$ cat src/rtl/uop_pkg.sv
// Shared types for the micro-op fetch stage.
// Bundles are sized for FETCH_WIDTH_MAX slots; unused slots are zeroed.
package uop_pkg;

  localparam int FETCH_WIDTH_MAX = 4;

  typedef logic [31:0] fetched_instruction;

  typedef struct packed {
    fetched_instruction [FETCH_WIDTH_MAX-1:0] slot;
    logic [FETCH_WIDTH_MAX-1:0]               slot_valid;
  } bundle_t;

  function automatic logic [31:0] uop_addr_inc(
    input logic [31:0] addr,
    input int unsigned size
  );
    return (addr + 32'd1) & (size - 32'd1);
  endfunction

endpackage

$ cat src/rtl/uop_skid_fifo.sv
// Small skid FIFO with flush; push and pop may coincide even when full.
// Storage is left unreset; only pointers and count are cleared.
module uop_skid_fifo #(
  parameter type T = logic,
  parameter int DEPTH = 2,
  localparam int PW = $clog2(DEPTH),
  localparam int CW = $clog2(DEPTH + 1)
) (
  input  logic          clk,
  input  logic          reset,
  input  logic          flush,
  input  logic          push,
  input  T              push_data,
  input  logic          pop,
  output T              pop_data,
  output logic          full,
  output logic          empty,
  output logic [CW-1:0] count
);

  T mem [DEPTH];
  logic [PW-1:0] wp, rp;
  logic [CW-1:0] cnt;
  logic do_push, do_pop;

  function automatic logic [PW-1:0] ptr_inc(
    input logic [PW-1:0] p
  );
    return (p == PW'(DEPTH - 1)) ? '0 : p + 1'b1;
  endfunction

  assign empty    = (cnt == '0);
  assign full     = (cnt == CW'(DEPTH));
  assign count    = cnt;
  assign pop_data = mem[rp];

  assign do_pop  = pop & ~empty;
  assign do_push = push & (~full | do_pop);

  always_ff @(posedge clk) begin
    if (do_push) begin
      mem[wp] <= push_data;
    end
  end

  always_ff @(posedge clk) begin
    if (reset || flush) begin
      wp  <= '0;
      rp  <= '0;
      cnt <= '0;
    end else begin
      if (do_push) wp <= ptr_inc(wp);
      if (do_pop)  rp <= ptr_inc(rp);
      unique case (1'b1)
        do_push & ~do_pop: cnt <= cnt + 1'b1;
        do_pop & ~do_push: cnt <= cnt - 1'b1;
        default:           cnt <= cnt;
      endcase
    end
  end

endmodule

$ cat src/rtl/uop_fetch_multi.sv
// Micro-op fetch stage: uop buffer reads into a skid FIFO, epoch-tagged redirect.
// Optional perf counters when UOP_FETCH_PERF_EN is defined.
module uop_fetch_multi
  import uop_pkg::*;
#(
  parameter int FETCH_WIDTH  = 2,
  parameter int UOP_BUF_SIZE = 64,
  parameter int SKID_DEPTH   = 2,
  localparam int AW = $clog2(UOP_BUF_SIZE)
) (
  input  logic          clk,
  input  logic          reset,
  input  logic          clear,
  input  logic [AW-1:0] clear_addr,
  input  logic          uop_avail,
  output logic          uop_rd_en,
  output logic [AW-1:0] uop_addr,
  input  bundle_t       uop_rdata,
  output logic          out_valid,
  input  logic          out_ready,
  output bundle_t       out_bundle,
  output logic          stalled
`ifdef UOP_FETCH_PERF_EN
  ,
  output logic [31:0]   perf_stall_cycles,
  output logic [31:0]   perf_bundles
`endif
);

  localparam int CW = $clog2(SKID_DEPTH + 1);

  logic [AW-1:0] addr_q;
  logic          epoch_q;
  logic          inflight_q;
  logic          inflight_epoch_q;

  logic          fifo_empty, fifo_full;
  logic [CW-1:0] fifo_count;
  logic          pop, push;
  logic [CW:0]   occ_sum;
  bundle_t       rdata_m;

  assign out_valid = ~fifo_empty;
  assign pop       = out_valid & out_ready & ~clear;
  assign push      = inflight_q & (inflight_epoch_q == epoch_q) & ~clear;

  // Slots + the in-flight return must leave room for one more read.
  assign occ_sum = {1'b0, fifo_count}
                 - (CW+1)'(pop)
                 + (CW+1)'(inflight_q);

  assign uop_rd_en = ~reset & uop_avail & ~clear
                   & ~(fifo_full & ~pop)
                   & (occ_sum < (CW+1)'(SKID_DEPTH));

  assign stalled  = ~reset & uop_avail & ~clear & ~uop_rd_en;
  assign uop_addr = addr_q;

  always_comb begin
    rdata_m = uop_rdata;
    for (int i = 0; i < FETCH_WIDTH_MAX; i++) begin
      if (i >= FETCH_WIDTH) begin
        rdata_m.slot[i]       = '0;
        rdata_m.slot_valid[i] = 1'b0;
      end
    end
  end

  always_ff @(posedge clk) begin
    if (reset) begin
      addr_q           <= '0;
      epoch_q          <= 1'b0;
      inflight_q       <= 1'b0;
      inflight_epoch_q <= 1'b0;
    end else if (clear) begin
      addr_q     <= clear_addr;
      epoch_q    <= ~epoch_q;
      inflight_q <= 1'b0;
    end else begin
      inflight_q <= uop_rd_en;
      if (uop_rd_en) begin
        addr_q           <= AW'(uop_addr_inc(32'(addr_q), UOP_BUF_SIZE));
        inflight_epoch_q <= epoch_q;
      end
    end
  end

  uop_skid_fifo #(
    .T     (bundle_t),
    .DEPTH (SKID_DEPTH)
  ) u_fifo (
    .clk       (clk),
    .reset     (reset),
    .flush     (clear),
    .push      (push),
    .push_data (rdata_m),
    .pop       (pop),
    .pop_data  (out_bundle),
    .full      (fifo_full),
    .empty     (fifo_empty),
    .count     (fifo_count)
  );

`ifdef UOP_FETCH_PERF_EN
  always_ff @(posedge clk) begin
    if (reset) begin
      perf_stall_cycles <= '0;
      perf_bundles      <= '0;
    end else begin
      if (stalled && perf_stall_cycles != '1)
        perf_stall_cycles <= perf_stall_cycles + 1'b1;
      if (pop && perf_bundles != '1)
        perf_bundles <= perf_bundles + 1'b1;
    end
  end
`endif

endmodule

$ cat config.mk
export PLATFORM = sky130hd
export DESIGN_NAME = uop_fetch_multi
export DESIGN_NICKNAME = d
export VERILOG_FILES = /design/src/rtl/uop_pkg.sv /design/src/rtl/uop_skid_fifo.sv /design/src/rtl/uop_fetch_multi.sv
export SDC_FILE = /design/constraint.sdc
export NUM_CORES = 1
export LEC_CHECK = 0
export BUFFER_PORTS_ARGS = -buffer_cell sky130_fd_sc_hd__buf_2
export CAP_MARGIN = 20
export CORE_ASPECT_RATIO = 0.7
export CORE_MARGIN = 10
export CORE_UTILIZATION = 40
export DETAILED_ROUTE_END_ITERATION = 10
export PLACE_DENSITY_LB_ADDON = 0.3
export SETUP_SLACK_MARGIN = 0.02
export SYNTH_ARGS = -nofsm -noshare
export SYNTH_HDL_FRONTEND = slang
export SYNTH_SLANG_ARGS = --single-unit
$ cat constraint.sdc
create_clock -name clk -period 10.4 [get_ports clk]
set_input_delay 1.04 -clock clk [delete_from_list [all_inputs] [get_ports clk]]
set_output_delay 1.04 -clock clk [all_outputs]
set_load 0.05 [all_outputs]
---- Word level (Yosys, flattened, before mapping) ----
Memories as Yosys holds them, arrays and structs flattened. A register that Yosys moved wholly into a read port is not among the register bits.
Index checks and enable logic that the tools add are counted.
storage, ports and cells
  logic and storage cells ................. 58
  memories ................................ 1
  bits of input ports ..................... 143
  RAM bits ................................ 132
  register bits after elaboration ......... 13
  output and inout port bits .............. 141
operators by class
  reduce and logical (&&, ||, !) cells .... 6
  mux-type cells .......................... 9
  add/sub/neg operators ................... 7
  $lt $le $gt $ge ......................... 1
  bitwise gates (word level) .............. 25
  equal/unequal tests ..................... 2
memories
  name        depth  width  read ports  clocked after Yosys merged registers in  write ports  line                 RTL
  u_fifo.mem  2      66     1           1                                        1            uop_skid_fifo.sv:21  T mem [DEPTH];
operators with widths
  kind                                                 count
  AND 1 bit                                            14
  2-to-1 mux 6 bit                                     2
  inverter 1 bit                                       10
  adder 6 x 1 -> 6 bit (second input constant)         1
  2-to-1 mux 1 bit                                     6
  case mux 2 bit (2 select lines)                      1
  nonzero test 2 bit                                   2
  adder 3 x 1 -> 3 bit                                 1
  < comparator 3 x 2 -> 1 bit (second input constant)  1
  subtractor 2 x 1 -> 3 bit                            1
  adder 1 bit (second input constant)                  2
  adder 2 x 1 -> 2 bit (second input constant)         1
  equality test 2 bit (second input constant)          1
  logical NOT 2 bit                                    1
  AND reduction 2 bit                                  1
  OR reduction 2 bit                                   1
  subtractor 2 x 1 -> 2 bit (second input constant)    1
  equality test 1 bit                                  1
  logical OR 1 bit                                     1
  OR 1 bit                                             1

---- Longest topological paths before layout ----
Gate-level depths: netlist of the first run.
  depth after elaboration ................. 11
  gate-level depth with buffers ........... 11
  depth with buffers taken out ............ 10

---- By module ----
A second synthesis of the first run with hierarchy kept.
second synthesis, totals
  cells, all modules ...................... 501
  area total of the unflattened synthesis .. 10357.4 um^2
modules (own cells, without submodules)
  module           seq. area each (um^2)  instances  area an instance (um^2)  cells an instance
  uop_skid_fifo    8027.7                 1          9780.6                   438
  uop_fetch_multi  180.2                  1          576.8                    63

---- Worst setup path after synthesis of the first run ----
Ideal clock, no wire load.
  path type ............................... input to output
  from .................................... input port clear
  to ...................................... output port stalled
  data required time ...................... 9360 ps
  stages on the path ...................... 10
  buffers on the path ..................... 3
  data arrival time ....................... 3831 ps
  slack ................................... 5529 ps
  path through ............................ clkbuf_1 clkbuf_1 nor2_1 ha_1 nand2b_1 fa_1 o211a_1 o2111a_2 buf_2 nor2_1
between the ends
  cells in the longest elaborated chain, start to end .. 9
  elaborated cells on any way between the ends .. 13
  classes of those cells .................. add/sub: 2; order compare: 1; bitwise: 10
ends and longest elaborated chain
  item                                                               line                   RTL
  start, declared                                                    uop_fetch_multi.sv:13  input logic clear,
  inverter 1 bit (no source line) *                                  --
  branches (longest 5 deep; another with subtractor 2 x 1 -> 3 bit)  --
  AND 1 bit *                                                        uop_fetch_multi.sv:54  & (occ_sum < (CW+1)'(SKID_DEPTH));
  net uop_rd_en                                                      uop_fetch_multi.sv:16  output logic uop_rd_en,
  inverter 1 bit *                                                   uop_fetch_multi.sv:56  assign stalled = ~reset & uop_avail & ~clear & ~uop_rd_en;
  AND 1 bit *                                                        uop_fetch_multi.sv:56
  end, declared                                                      uop_fetch_multi.sv:22  output logic stalled
Mark *: on every way through the listed nets, which the timed path passes.

---- Worst setup path after layout of the first run ----
  from .................................... input port clear
  to ...................................... output port stalled
between the ends
  cells in the longest elaborated chain, start to end .. 9
  elaborated cells on any way between the ends .. 13
  classes of those cells .................. add/sub: 2; order compare: 1; bitwise: 10
ends and longest elaborated chain
  item                                                               line
  inverter 1 bit (no source line) *                                  --
  branches (longest 7 deep; another with subtractor 2 x 1 -> 3 bit)  --
  AND 1 bit *                                                        uop_fetch_multi.sv:56
Mark *: on every way between the ends.

==> results of run 1 <==
-- state kept, by name, summed over array words and instances (netlist names), named ones only --
signal and cells:
u_fifo.mem 132, uop_addr 6, u_fifo.count 2, epoch_q 1, inflight_epoch_q 1, inflight_q 1
u_fifo.rp 1, u_fifo.wp 1
-- placed cells by master, fill, tap and decap left out, types with 4 or more instances in the layout --
| master | synthesis | final |
|---|---|---|
| nor2_1 | 12 | 11 |
| clkinv_4 | 0 | 4 |
| inv_6 | 0 | 4 |
| nor3_1 | 8 | 8 |
| edfxtp_1 | 132 | 132 |
| nand2_1 | 5 | 5 |
| inv_1 | 5 | 5 |
| conb_1 | 1 | 66 |
| xnor2_1 | 5 | 5 |
| mux2_2 | 66 | 66 |
| nand3_1 | 4 | 4 |
| buf_2 | 5 | 151 |
| dfxtp_1 | 14 | 13 |
| clkbuf_16 | 0 | 17 |
-- layer usage --
| metal | share of wire (%) | global-route usage [%] | vias up |
|---|---|---|---|
| li1 | - | - | 1545 |
| met1 | 43 | 13.3 | 1613 |
| met2 | 49 | 18.9 | 128 |
| met3 | 8.0 | 5.46 | 8 |
| met4 | 0.85 | 4.27 | 0 |
| met5 | 0 | 0 | - |
-- cells in the mapped netlist --
cell	number
o21ai_0	2
buf_2	5
and3_1	1
xnor2_1	5
a221o_1	1
o211a_1	2
conb_1	1
xor2_1	2
nand2_1	5
o2111a_1	1
mux2_2	66
a2111oi_1	1
clkbuf_1	7
and4bb_2	1
nand3_1	4
a32oi_1	1
a32o_1	1
or4b_1	2
buf_4	66
and2_1	1
a31oi_1	1
or2_2	1
dfxtp_1	14
ha_1	3
nor3b_1	1
nor2b_1	2
a2111oi_2	1
nand2b_1	1
o2111a_2	1
o211ai_1	1
nor2_1	12
fa_1	1
or3b_1	1
nor4_1	2
inv_1	5
a211oi_1	1
edfxtp_1	132
nor3_1	8
-- metrics by stage --
stage               utilization [%]  hold slack (ns)
floorplan                         -            0.490
global placement               45.8            0.501
detailed placement             45.8            0.507
CTS                            49.9            0.516
global route                   49.9            0.572
finish                         49.9            0.515
-- critical path: cells and delay by family --
| kind | cells | cell delay (ns) |
|---|---|---|
| buffers and inverters | 2 | 0.60 |
| and+or+nand+nor | 3 | 0.38 |
| AOI/OAI and AO/OA | 2 | 0.51 |
| adders and majority gates | 2 | 0.67 |
-- worst min path at each step --
| stage | from | end | slack, ns | cells after the start |
|---|---|---|---|---|
| final | inflight_epoch_q | inflight_epoch_q | 0.51 | 2 |
| after global routing | inflight_epoch_q | inflight_epoch_q | 0.57 | 2 |
| after CTS | inflight_epoch_q | inflight_epoch_q | 0.52 | 2 |
| after detailed placement | inflight_epoch_q | inflight_epoch_q | 0.51 | 2 |
| after global placement | inflight_epoch_q | inflight_epoch_q | 0.50 | 2 |
| after floorplan | inflight_epoch_q | inflight_epoch_q | 0.49 | 2 |
-- layout make-up --
| cell class | count | share of cell area, % |
|---|---|---|
| tap | 195 | 3.32 |
| inverter | 5 | 0.256 |
| multi-input combinational | 199 | 20.0 |
| sequential | 146 | 57.8 |
| clock buffer | 17 | 5.79 |
| clock inverter | 15 | 2.35 |
| timing repair buffer | 152 | 10.4 |
-- report_power, final --
group | internal [mW] | total [mW] | switching [mW]
combinational | 0.0226 | 0.120 | 0.0970
sequential | 0.647 | 0.651 | 0.00397
clock | 0.360 | 0.604 | 0.244
total | 1.03 | 1.37 | 0.345
-- cells by family after synthesis --
kind of cell	count (synthesis)
buf+inv	83
simple gates	42
other cells	1
fa+ha+maj	4
compound gates	14
mux	66
xor+xnor	7
flops	146
==> results.toml, run 1 <==
[outcome]
status = "complete, no violations"

[power]
power_density_mw_per_mm2 = 187
ir_drop_mv = 0.0928
finalPower_mw = 1.37
leakage_nw = 2.83

[final_layout]
final_cells = 729
multi_input_area_sq_mm = 0.00147
n_antenna_cell = 0
seq_area_sq_mm = 0.00425
area_growth_pct = 21.8
fillers = 1264
drive_gt1_share_pct = 48.1
final_area_sq_mm = 0.00734
nets = 668

[synth]
yosys.cell_types.count = 38
synth_compound_area_share_pct = 2.14
avgSynthCellArea_sq_um = 16.6
syn_inst = 363
ys_seq_area_share_pct = 70.4
netlist_area_sq_mm = 0.00603
synthMuxAreaShare_pct = 12.3
synth_area_leaders = "edfxtp_1 (66%), mux2_2 (12%), buf_4 (8.2%), dfxtp_1 (4.7%), nor2_1 (0.75%)"
yosysTopAreaCellShare_pct = 65.8
synth_xor_area_share_pct = 1.02
synth_top_family_by_area = "multiplexers"
synth_area_leader_cell = "edfxtp_1"
synth_seq_cells = 146
yosysWarnings = 0
synthAdderAreaFrac_pct = 0.955
synthSimpleGateAreaFrac_pct = 3.70

[sta]
finalSetupViolations = 0
clock_skew_ns = 0.00991
fin_crit_sh_pct = 40.8
fin_crit_ns = 4.25
hold_violations = 0
rsz0062_at_grt = "false"
setup_slack_ns = 6.15
setup_tns_ns = 0
tightestPinTransition_ns = 0.955
fmax_mhz = 235
slew_viol_final = 0
relSlewSlack_pct = 36.2

[critical_path]
critPathKind = "in -> out"
crit_chain = "buf_2 > nor2_1 > ha_1 > nand2b_1 > fa_1 > o211a_1 > o2111a_2 > nor2_1 > buf_2"
worstSetupStartpointType = "input pin"
r2r_start = "u_fifo.count[1]"
critPathMaxStageDelay_ns = 0.39
worst_setup_path_end_kind = "output port"
required_ns = 9.36
cp.arrival_ns = 3.21
endpoint = "stalled"
r2r_end = "uop_addr[2]"
r2r_slack_ns = 7.39
cp_max_fo = 23
slowest_stage = "fa_1"
crit_start = "clear"
reg2regPathDepth = 10

[drt]
drc = 0
post_drt_wl_per_cell_microns = 16.8
ant_nets = 0
wl_mm = 12.3
drtIter0Drc = 161
firstDrtPassIters = 4
vias = 3294
viasPerCell = 4.52

[cts]
clockBufferDepth = 2
root_buffer = "clkbuf_16"
cts_buffers = 17
clk_latency_ns = 0.40
post_cts_buffers = 0
clk_pin_slew_ns = 0.06
cts_hold_buffers = 0
htree_levels = 4
cts_sinks = 146
cts_resized = 0
cts_tree = "built"

[job]
cap_violations = 0

[floorplan]
coreArea_sq_mm = 0.0147
io_pins = 284
start_util_pct = 40.9
rows = 37
die_y_microns = 123
fp.dieW_microns = 167
die_area_sq_mm = 0.0205

[placement]
post-dp-hpwl_mm = 8.54
placed_area_sq_mm = 0.00675
dpl.cell_count = 697
place_congestion = 0.724
port_buffers = 151
dp_worst_setup_slack_ns = 6.14

[global_route]
overflow = 0
grt_usage_pct = 11.6
grt_max_degree = 67
grt_pass1_vias = 3558
grt_pass1_wl_mm = 18.8
antenna_found_initial = 1

[hold_path]
hp-class = "reg -> reg"
(Power assumes the default switching activity.)
==> run 2: changes to the inputs <==
--- a/config.mk
+++ b/config.mk
@@ -5,6 +5,7 @@
 export SDC_FILE = /design/constraint.sdc
 export NUM_CORES = 1
 export LEC_CHECK = 0
+export ABC_AREA = 1
 export BUFFER_PORTS_ARGS = -buffer_cell sky130_fd_sc_hd__buf_2
 export CAP_MARGIN = 20
 export CORE_ASPECT_RATIO = 0.7
==> constraint.sdc (replaced) <==
create_clock -name clk -period 3.6 [get_ports clk]
set_input_delay 0.36 -clock clk [delete_from_list [all_inputs] [get_ports clk]]
set_output_delay 0.36 -clock clk [all_outputs]
set_load 0.05 [all_outputs]
==> results.toml, run 2 <==
[outcome]
status = "complete, no violations"

[placement]
post-dp-hpwl_mm = 9.03
dp_worst_setup_slack_ns = 0.640
placed_area_sq_mm = 0.00679
place_congestion = 0.762
port_buffers = 151

[global_route]
antenna_found_initial = 1
grt_usage_pct = 11.9
grt_pass1_wl_mm = 19.3
overflow = 0
grt_pass1_vias = 3643
grt_max_degree = 67

[drt]
vias = 3397
wl_mm = 12.8
drc = 0
ant_nets = 0
firstDrtPassIters = 4
drtIter0Drc = 130
post_drt_wl_per_cell_microns = 16.8
viasPerCell = 4.46

[synth]
yosysTopAreaCellShare_pct = 65.5
yosysWarnings = 0
synth_area_leader_cell = "edfxtp_1"
netlist_area_sq_mm = 0.00605
synth_seq_cells = 146
synthFlopType = "edfxtp_1"
ys_seq_area_share_pct = 70.1
synth_edf_count = 132
yosysMostFrequentCell = "edfxtp_1"
yosys.cell_types.count = 25
syn_inst = 390
async_reset_ff_share_pct = 0
synth_commonest_cells = "edfxtp_1 (132), buf_4 (66), mux2_2 (66)"
synth_area_leaders = "edfxtp_1 (66%), mux2_2 (12%), buf_4 (8.2%), dfxtp_1 (4.6%), nand2_1 (1.6%)"
avgSynthCellArea_sq_um = 15.5

[final_layout]
regMostFlops = "u_fifo.mem"
drive_gt1_share_pct = 46.3
area_growth_pct = 21.7
final_area_sq_mm = 0.00736
n_antenna_cell = 0
layout_commonest_cell = "buf_2"
largest_register_ffs = 132
nets = 700
final_cell_mix = "buf_2 (151), edfxtp_1 (132), mux2_2 (66), conb_1 (66), nand2_1 (24)"

[sta]
finalSetupViolations = 0
relSlewSlack_pct = 39.5
tightestPinTransition_ns = 0.907
fin_crit_sh_pct = 90.7
rsz0062_at_grt = "false"
setup_tns_ns = 0
fmax_mhz = 306
clock_skew_ns = 0.00610
fin_crit_ns = 3.27
slew_viol_final = 0
setup_slack_ns = 0.333
holdWs_ns = 0.134
hold_violations = 0

[hold_path]
hp-class = "in -> reg"

[power]
power_density_mw_per_mm2 = 532
ir_drop_mv = 0.275
leakage_nw = 2.89
finalPower_mw = 3.92

[floorplan]
fp.dieW_microns = 167
io_pins = 284
rows = 37
die_area_sq_mm = 0.0205
die_y_microns = 123
start_util_pct = 41.0
coreArea_sq_mm = 0.0148

[critical_path]
worstSetupStartpointType = "flip-flop"
required_ns = 3.24
cp.arrival_ns = 2.91
r2r_slack_ns = 1.02
critPathKind = "reg -> out"
worst_setup_path_end_kind = "output port"
cp_max_fo = 12

[job]
cap_violations = 0

[cts]
cts_sinks = 146
cts_hold_buffers = 0
cts_tree = "built"
htree_levels = 4
clockBufferDepth = 2
cts_resized = 0
cts_buffers = 17
clk_pin_slew_ns = 0.06
clk_latency_ns = 0.41
root_buffer = "clkbuf_16"
post_cts_buffers = 0
-- run 2: cell count changes after synthesis, moves of 3 or more --
cell | before | now
clkbuf_1 | 7 | 0
nor3_1 | 8 | 0
buf_2 | 5 | 8
xnor2_1 | 5 | 1
o21ai_0 | 2 | 7
a21oi_1 | 0 | 13
nand3_1 | 4 | 11
inv_1 | 5 | 14
nand2_1 | 5 | 25
-- run 2: path summary, 6_finish.rpt --
| path | cells past startpoint | start | to |
|---|---|---|---|
| worst max-delay path | 16 | u_fifo.count[1] | stalled |
| worst min-delay path | 1 | uop_rdata[35] | u_fifo.mem[0][33] |
| worst max register to register | 14 | u_fifo.count[1] | uop_addr[2] |
| worst min register to register | 2 | u_fifo.rp | flip-flop |
-- run 2: report_power, final --
| part | switching [mW] | total, mW | internal, mW | leakage (nW) |
|---|---|---|---|---|
| clock | 0.719 | 1.69 | 0.974 | 0.275 |
| sequential | 0.0109 | 1.88 | 1.87 | 1.31 |
| combinational | 0.282 | 0.346 | 0.0635 | 1.31 |
-- run 2: cell type report --
| class | instances | area, sq um |
|---|---|---|
| timing repair buffer | 155 | 786 |
| inverter | 15 | 56.3 |
| sequential | 146 | 4250 |
| clock inverter | 15 | 148 |
| fill | 1311 | 7410 |
| tap | 195 | 244 |
| multi-input combinational | 218 | 1450 |
| clock buffer | 17 | 425 |
-- run 2: logic make-up (layout without fill, tap and decap cells) --
kind of cell               after synthesis  in the layout  share of synthesized area [%]
AOI/OAI and AO/OA                       26             26                           2.34
adders and majority gates                4              4                          0.951
buffers and inverters                   91            202                           10.2
other                                    1             66                         0.0620
DFF                                    146            146                           70.1
xor gates and xnor gates                 1              1                          0.145
muxes                                   66             66                           12.3
and+or+nand+nor                         55             55                           3.93
-- run 2: critical path, stage by stage (launching register included) --
cell and delay, ns:
dfxtp_1 0.41, inv_1 0.11, nand2_1 0.09, nand2_1 0.12, nor2_1 0.14, ha_1 0.24, inv_1 0.05, nand2_1 0.06
fa_1 0.40, inv_1 0.07, nand2_1 0.04, nand3_1 0.07, nor2_1 0.05, nand2_2 0.20, inv_1 0.09, nor2_1 0.08
buf_2 0.27
-- run 2: per-layer routing --
layer	share of wire, %	wire length, microns	vias to the layer above	global-route usage (%)
li1	-	-	1597	-
met1	43	5470	1646	14.3
met2	48	6080	149	18.7
met3	8.8	1120	5	5.49
met4	0.70	89	0	4.38
met5	0	0	-	0
-- run 2: per-stage QoR --
step | util (%) | instances
floorplan | - | 455
global placement | 45.9 | 729
detailed placement | 45.9 | 729
CTS | 49.8 | 761
global route | 49.8 | 761
finish | 49.8 | 761
==> run 3: changes to the inputs <==
--- a/config.mk
+++ b/config.mk
@@ -9,10 +9,9 @@
 export BUFFER_PORTS_ARGS = -buffer_cell sky130_fd_sc_hd__buf_2
 export CAP_MARGIN = 20
 export CORE_ASPECT_RATIO = 0.7
-export CORE_MARGIN = 10
 export CORE_UTILIZATION = 40
 export DETAILED_ROUTE_END_ITERATION = 10
-export PLACE_DENSITY_LB_ADDON = 0.3
+export PLACE_DENSITY = 0.73
 export SETUP_SLACK_MARGIN = 0.02
 export SYNTH_ARGS = -nofsm -noshare
 export SYNTH_HDL_FRONTEND = slang
==> results.toml, run 3 (synthesis results as in run 2) <==
[hold_path]
hp-class = "in -> reg"

[final_layout]
fin_util_pct = 50.2
layout_commonest_cell = "buf_2"
largest_register_ffs = 132
nets = 699
area_growth_pct = 22.2
final_area_sq_mm = 0.00739
regMostFlops = "u_fifo.mem"
drive_gt1_share_pct = 46.2
n_antenna_cell = 0
final_cells = 760
final_cell_mix = "buf_2 (151), edfxtp_1 (132), mux2_2 (66), conb_1 (66), nand2_1 (24)"

[global_route]
overflow = 0
grt_pass1_wl_mm = 16.0
grt_max_degree = 48
antenna_found_initial = 0
grt_pass1_vias = 3233
grt_usage_pct = 13.6

[sta]
rsz0062_at_grt = "false"
fin_crit_sh_pct = 90.4
slew_viol_final = 0
holdWs_ns = 0.139
setup_slack_ns = 0.346
fmax_mhz = 307
tightestPinTransition_ns = 0.731
setup_tns_ns = 0
fin_crit_ns = 3.25
relSlewSlack_pct = 51.2
finalSetupViolations = 0
clock_skew_ns = 0.00851
hold_violations = 0

[critical_path]
worst_setup_path_end_kind = "output port"
worstSetupStartpointType = "flip-flop"
r2r_slack_ns = 1.05
cp.arrival_ns = 2.89
cp_max_fo = 12
required_ns = 3.24
critPathKind = "reg -> out"

[placement]
port_buffers = 151
post-dp-hpwl_mm = 7.08
dpl.cell_count = 728
place_congestion = 0.820
placed_area_sq_mm = 0.00681
dp_worst_setup_slack_ns = 0.655

[cts]
clockBufferDepth = 2
cts_tree = "built"
cts_resized = 0
cts_buffers = 17
cts_hold_buffers = 0
clk_latency_ns = 0.41
post_cts_buffers = 0
clk_pin_slew_ns = 0.06
root_buffer = "clkbuf_16"
cts_sinks = 146
htree_levels = 4

[floorplan]
die_y_microns = 105
coreArea_sq_mm = 0.0147
fp.dieW_microns = 149
die_area_sq_mm = 0.0156
start_util_pct = 41.1
rows = 37
io_pins = 284

[power]
leakage_nw = 2.89
ir_drop_mv = 0.292
finalPower_mw = 3.90
power_density_mw_per_mm2 = 528

[drt]
drc = 0
post_drt_wl_per_cell_microns = 14.0
ant_nets = 0
wl_mm = 10.7
drtIter0Drc = 145
viasPerCell = 4.38
firstDrtPassIters = 4
vias = 3326

[outcome]
status = "complete, no violations"

[job]
cap_violations = 0
run 3: worst max-delay path, cell delays in order (launching register included):
cell,delay (ns)
dfxtp_1,0.41
inv_1,0.11
nand2_1,0.09
nand2_1,0.12
nor2_1,0.12
ha_1,0.23
inv_1,0.05
nand2_1,0.06
fa_1,0.39
inv_1,0.08
nand2_1,0.06
nand3_1,0.08
nor2_1,0.05
nand2_2,0.20
inv_1,0.08
nor2_1,0.08
buf_2,0.26
run 3: worst paths after layout:
check	from	end	depth (start not counted)
setup / recovery	u_fifo.count[1]	stalled	16
hold / removal	uop_rdata[12]	u_fifo.mem[1][10]	1
setup reg to reg	u_fifo.count[1]	uop_addr[4]	15
hold reg to reg	u_fifo.rp	u_fifo.rp	2
run 3: routing by layer:
metal	global-route usage (%)	up-vias	share of wire [%]	routed length (microns)
li1	-	1611	-	-
met1	16.4	1591	42	4510
met2	22.2	113	51	5410
met3	3.67	11	5.4	571
met4	7.22	0	1.5	155
met5	0	-	0	0
run 3: area by class of cell:
cell class                 instances  area (sq um)
inverter                          15          56.3
sequential                       146          4250
timing repair buffer             154           816
tap                              195           244
fill                            1255          7330
clock buffer                      17           425
clock inverter                    15           151
multi-input combinational        218          1450
run 3: power by group:
group          switching (mW)  internal, mW  leakage, nW
Combinational           0.279        0.0640         1.31
Clock                   0.710         0.971        0.277
Sequential             0.0103          1.87         1.31
Total                   0.999          2.90         2.89
